==> src/rtl/two_bit_inc_core.sv <==
// 2-bit accumulator leaf: 4x2 instruction RAM read at an externally sequenced
// address, ripple incrementer, accumulator and sticky overflow flag.
module two_bit_inc_core #(
   parameter logic [7:0] INIT_PROG = 8'b0000_0000,
   parameter int         DATA_W    = 2
) (
   input  logic              clock,
   input  logic              rst_n,
   input  logic [1:0]        addr,
   input  logic              ram_we,
   input  logic [1:0]        ram_waddr,
   input  logic [DATA_W-1:0] ram_wdata,
   output logic [DATA_W-1:0] instr,
   output logic [DATA_W-1:0] acc,
   output logic              status
);

   if (DATA_W != 2) begin : g_bad_width
      $error("two_bit_inc_core only supports DATA_W == 2");
   end

   localparam logic [DATA_W-1:0] OP_INC = '0;

   logic [DATA_W-1:0] mem [4];
   logic [DATA_W-1:0] acc_inc;
   logic              carry;
   logic              is_inc;
   logic              c0;
   logic              s0;
   logic              s1;

   // One full-adder cell; returns {carry_out, sum}.
   function automatic logic [1:0] full_add(input logic a, input logic b, input logic cin);
      return {(a & b) | (a & cin) | (b & cin), a ^ b ^ cin};
   endfunction

   // Instruction fetch is a pure combinational RAM read.
   assign instr  = mem[addr];
   assign is_inc = (instr == OP_INC);

   // Ripple incrementer: constant addend 01, carry-in 0; carry-out only feeds status.
   always_comb begin
      {c0, s0}     = full_add(acc[0], 1'b1, 1'b0);
      {carry, s1}  = full_add(acc[1], 1'b0, c0);
      acc_inc      = {s1, s0};
   end

   // RAM: reset reloads the program and masks any simultaneous write.
   always_ff @(posedge clock) begin
      if (!rst_n) begin
         for (int k = 0; k < 4; k++) begin
            mem[k] <= INIT_PROG[2*k +: DATA_W];
         end
      end else if (ram_we) begin
         mem[ram_waddr] <= ram_wdata;
      end
   end

   // Execute uses the pre-edge instr, so a same-address write is seen next cycle.
   // An unknown instr compares as X and falls through to hold.
   always_ff @(posedge clock) begin
      if (!rst_n) begin
         acc    <= '0;
         status <= 1'b0;
      end else if (is_inc) begin
         acc    <= acc_inc;
         status <= status | carry;
      end
   end

endmodule

==> config.mk <==
export PLATFORM = sky130hd
export DESIGN_NAME = two_bit_inc_core
export DESIGN_NICKNAME = d
export VERILOG_FILES = /design/src/rtl/two_bit_inc_core.sv
export SDC_FILE = /design/constraint.sdc
export NUM_CORES = 1
export LEC_CHECK = 0
export CAP_MARGIN = 20
export CORE_AREA = 2 2 39 41
export CTS_CLUSTER_DIAMETER = 40
export DETAILED_ROUTE_END_ITERATION = 7
export DIE_AREA = 0 0 41 43
export PLACE_DENSITY = 0.68
export SYNTH_ARGS = -nofsm -noshare
export SYNTH_HDL_FRONTEND = slang
export SYNTH_SLANG_ARGS = --single-unit
==> constraint.sdc <==
create_clock -name clock -period 1.55 [get_ports clock]
set_clock_uncertainty 0.15 [all_clocks]
set_input_delay 0.31 -clock clock [delete_from_list [all_inputs] [get_ports clock]]
set_output_delay 0.31 -clock clock [all_outputs]
set_load 0.005 [all_outputs]
; Word level (Yosys, flattened, before mapping)
; Memories as Yosys holds them, arrays and structs flattened.
; Cells that the tools add are included.
[word_totals]
reg_bits = 3
ram_bits = 8
elab_cells = 16
memories = 1
[mem_list]
columns = name, depth, width, read_ports, rd_clocked_by_memory_dff, write_ports, line_no
row1 = mem, 4, 2, 1, 0, 4, 24  ; logic [DATA_W-1:0] mem [4];
[classes]
muxes = 7
n_bitwise = 4
n_reduce_logical = 2
[ops]
columns = op, count
row1 = $mux W1, 5
row2 = $mux W2, 2
row3 = $logic_not A2 Y1, 1
row4 = $reduce_or A2 Y1, 1
row5 = $and A1 B1 Y1, 1
row6 = $not A1 Y1, 1
row7 = $or A1 B1 Y1, 1
row8 = $xor A1 B1 Y1, 1

; Depth between registers and ports, before layout
[depth]
word_depth = 5
mapped_depth = 3
depth_no_buf = 3

; Worst setup path before layout
; OpenSTA, ideal clock, no wires.
[synth_path]
kind = register -> register
startpoint = memory mem[3][0]
endpoint = register acc[0]
arrival_time_ps = 1324
required_ps = 1330
slack_ps = 6
stages_incl_launch_ff = 4
n_path_buf = 0
path_cell_list = edfxtp_1 mux4_2 or3_1 a21boi_1
[synth_via]
elab_chain_len = 2
[synth_lines]
columns = element, line_no
row1 = from (decl), 24
row2 = $mem_v2 Z4 W2, -
row3 = named net instr[0], 13  ; output logic [DATA_W-1:0] instr,
row4 = $logic_not A2 Y1, 39  ; assign is_inc = (instr == OP_INC);
row5 = to (signal assigned), 66  ; acc <= acc_inc;
row6 = to (decl), 14  ; output logic [DATA_W-1:0] acc,
; The timed path passes the listed nets, and every way through them passes these cells.
; A chain may end at the register's enable or synchronous reset.

; Worst setup path after layout
[layout_path]
startpoint = memory mem[3][0]
endpoint = output instr[0]
[layout_via]
elab_chain_len = 1
[layout_lines]
columns = element, line_no
row1 = $mem_v2 Z4 W2, -
row2 = to (decl), 13
; No other way between the ends.

==> flow_metrics.py <==
metrics = {
    "place": {
        "portBuffers": 13,
        "dpl_worst_slack_ns": -0.741,
        "dpl.cell_count": 79,
        "routabilityCongestion": 0.633,
    },
    "setup_path": {
        "critical_path_class": "reg2out",
        "reg2reg_to": "acc[0]",
        "arrival_ns": 1.26,
        "crit_required_ns": 1.09,
        "rr_startpoint": "mem[3][0]",
        "cp-startpoint": "mem[3][0]",
        "crit_fanout": 2,
        "cp-end-kind": "primary output",
        "startpoint_type": "flop",
        "worstSetupEndpoint": "instr[0]",
        "r2r_slack_ns": -0.14,
        "worstRegToRegCells": 4,
    },
    "global_route": {
        "grt.busiest_layer": "met2",
        "use_met3_pct": 4.71,
        "grt_pass1_wl_um": 1560,
        "grt_usage_pct": 13.9,
        "use_met1_pct": 15.7,
        "overflow": 0,
        "antenna_found_initial": 0,
        "grt_max_degree": 8,
        "met2_usage_pct": 21.6,
        "grt_pass1_vias": 387,
    },
    "die": {
        "pin_count": 14,
        "core_um2": 1380,
        "dieArea_um2": 1760,
        "initial_core_util_pct": 36.3,
        "row_count": 14,
        "dieHeight_um": 43,
        "die_w_um": 41,
    },
    "clock_tree": {
        "numClockSinks": 11,
        "clockBufferDepth": 2,
        "numCtsBuffers": 3,
        "cts_root_buf": "clkbuf_4",
        "cts_tree": "done",
        "h-tree-depth": 1,
        "clkTransAtPathRegs_ns": 0.07,
        "worst_skew_pair.late_latency_ns": 0.27,
    },
    "timing": {
        "fin_crit_sh_pct": 111,
        "finalCriticalPeriod_ns": 1.72,
        "rsz0062_at_grt": "yes",
        "max_slew_margin_pct": 75.9,
        "worst-slew-pin-transition_ns": 0.359,
        "slew_violations": 0,
        "max_freq_mhz": 581,
        "setup_violations": 3,
        "tns_ns": -0.478,
        "hold_viol_final": 0,
        "fin_ws_ns": -0.170,
    },
    "route": {
        "vias": 409,
        "first_pass_iters": 4,
        "wl_um": 907,
        "first_iter_violations": 3,
        "wire_per_inst_um": 10.7,
        "drc": 0,
        "antenna_left": 0,
        "viasPerCell": 4.81,
    },
    "cells_and_area": {
        "area_delta_synth_final_pct": 49.4,
        "postLayoutCoreUtil_pct": 54.2,
        "drive_gt1_share_pct": 30.4,
        "diodes": 0,
        "final_nets": 80,
        "instances_no_fill": 85,
        "fillers": 121,
    },
    "power_and_ir_drop": {
        "p_per_area_nw_per_um2": 895,
        "power.leakage_uw": 0.000331,
        "irDropWorstVdd_uv": 475,
        "power.total_uw": 671,
    },
    "yosys": {
        "synth_area_per_cell_um2": 11.7,
        "synth_warnings": 0,
        "netlist_instances": 43,
        "synth.distinct_cells": 16,
        "yosysSeqAreaShare_pct": 59.9,
        "synth_fp_nets": 53,
        "syn_area_um2": 502,
        "ys_seq_elements": 11,
    },
    "worst_hold_path": {
        "whs_path_depth": 2,
        "hold_path_class": "reg2reg",
    },
    "outcome": {
        "outcome": "complete, but fails checks",
        "failed_checks": "setup timing",
    },
    "flow_run": {
        "cap_viol_max_count": 0,
    },
}
-- worst max-delay path: stages, from the launching register on --
cell and delay (ns):
edfxtp_1 0.37, mux4_2 0.48, buf_2 0.14
-- synth_stat cells --
library cell,number,area (um^2)
ha_1,1,12.5
nand2_1,5,18.8
inv_1,3,11.3
clkbuf_1,1,3.75
o31ai_1,2,15.0
nor3_1,2,10.0
o21ai_0,3,15.0
dfxtp_1,3,60.1
mux4_2,2,45.0
nand3_1,3,15.0
or3_1,1,6.26
a21boi_1,1,7.51
nand2b_1,2,12.5
nor2_1,5,18.8
edfxtp_1,8,240
mux2i_1,1,10.0
-- area by class of cell --
cell class              count  area (um^2)  share of cell area, %
clock buffers               4         26.3                   3.51
repair buffers             23          194                   25.9
inverters                   3         11.3                   1.50
flip-flops and latches     11          304                   40.6
well taps                  16         20.0                   2.67
multi-input cells          28          194                   25.9
-- registers in the layout, summed over array words and instances, names as in the netlist --
| name | flops |
|---|---|
| acc | 2 |
| mem | 8 |
| status | 1 |
-- routing by layer --
| metal | vias to the layer above | routed length, um |
|---|---|---|
| li1 | 209 | - |
| met5 | - | 0 |
| met4 | 0 | 21 |
| met1 | 180 | 360 |
| met2 | 18 | 460 |
| met3 | 2 | 65 |
-- layout by cell type, fill, tap and decap left out, types with 3 or more instances in the layout --
cell type        count
edfxtp_1             8
buf_4               10
inv_1                3
clkbuf_4             3
nor2_1               4
nand2_1              5
o21ai_0              3
clkdlybuf4s50_1      7
nand3_1              3
dlygate4sd2_1        3
dfxtp_2              3
-- repair_timing --
item | CTS | global route
resized for setup | 15 | 2
buffers inserted | 2 | 0
endpoints found under the setup margin | 8 | 5
hold buffers | 0 | 0
pin swaps | 0 | 1
endpoints found under the hold margin | 0 | 0
-- kinds of logic (layout without fill, tap and decap cells) --
logic type	count (synthesis)	in the layout	synth area share [%]
and+or+nand+nor	18	18	16.2
muxes	3	3	11.0
adders and majority gates	1	1	2.49
DFF	11	11	59.9
AOI/OAI and AO/OA	6	6	7.48
buffers and inverters	4	30	2.99
-- how the worst min path moves through the flow --
stage	start	to	slack [ns]
2_1_floorplan	status	status	0.30
3_3_place_gp	status	status	0.29
3_5_place_dp	status	status	0.32
4_1_cts	status	status	0.31
5_1_grt	status	status	0.33
6_report	status	status	0.31
-- where the power goes --
group          leakage [uW]  internal, uW  switching [uW]  total, uW
registers          0.000105           340            6.87        346
logic              0.000211          77.4            53.5        131
clock network     0.0000150          99.7            93.8        194
total              0.000331           517             154        671
-- through the flow --
step | area, um^2 | hold slack [ns]
2_1_floorplan | 502 | 0.299
3_3_place_gp | 708 | 0.290
3_5_place_dp | 708 | 0.316
4_1_cts | 742 | 0.311
5_1_grt | 749 | 0.332
6_report | 749 | 0.307
Power figures use the tool's default switching activity.
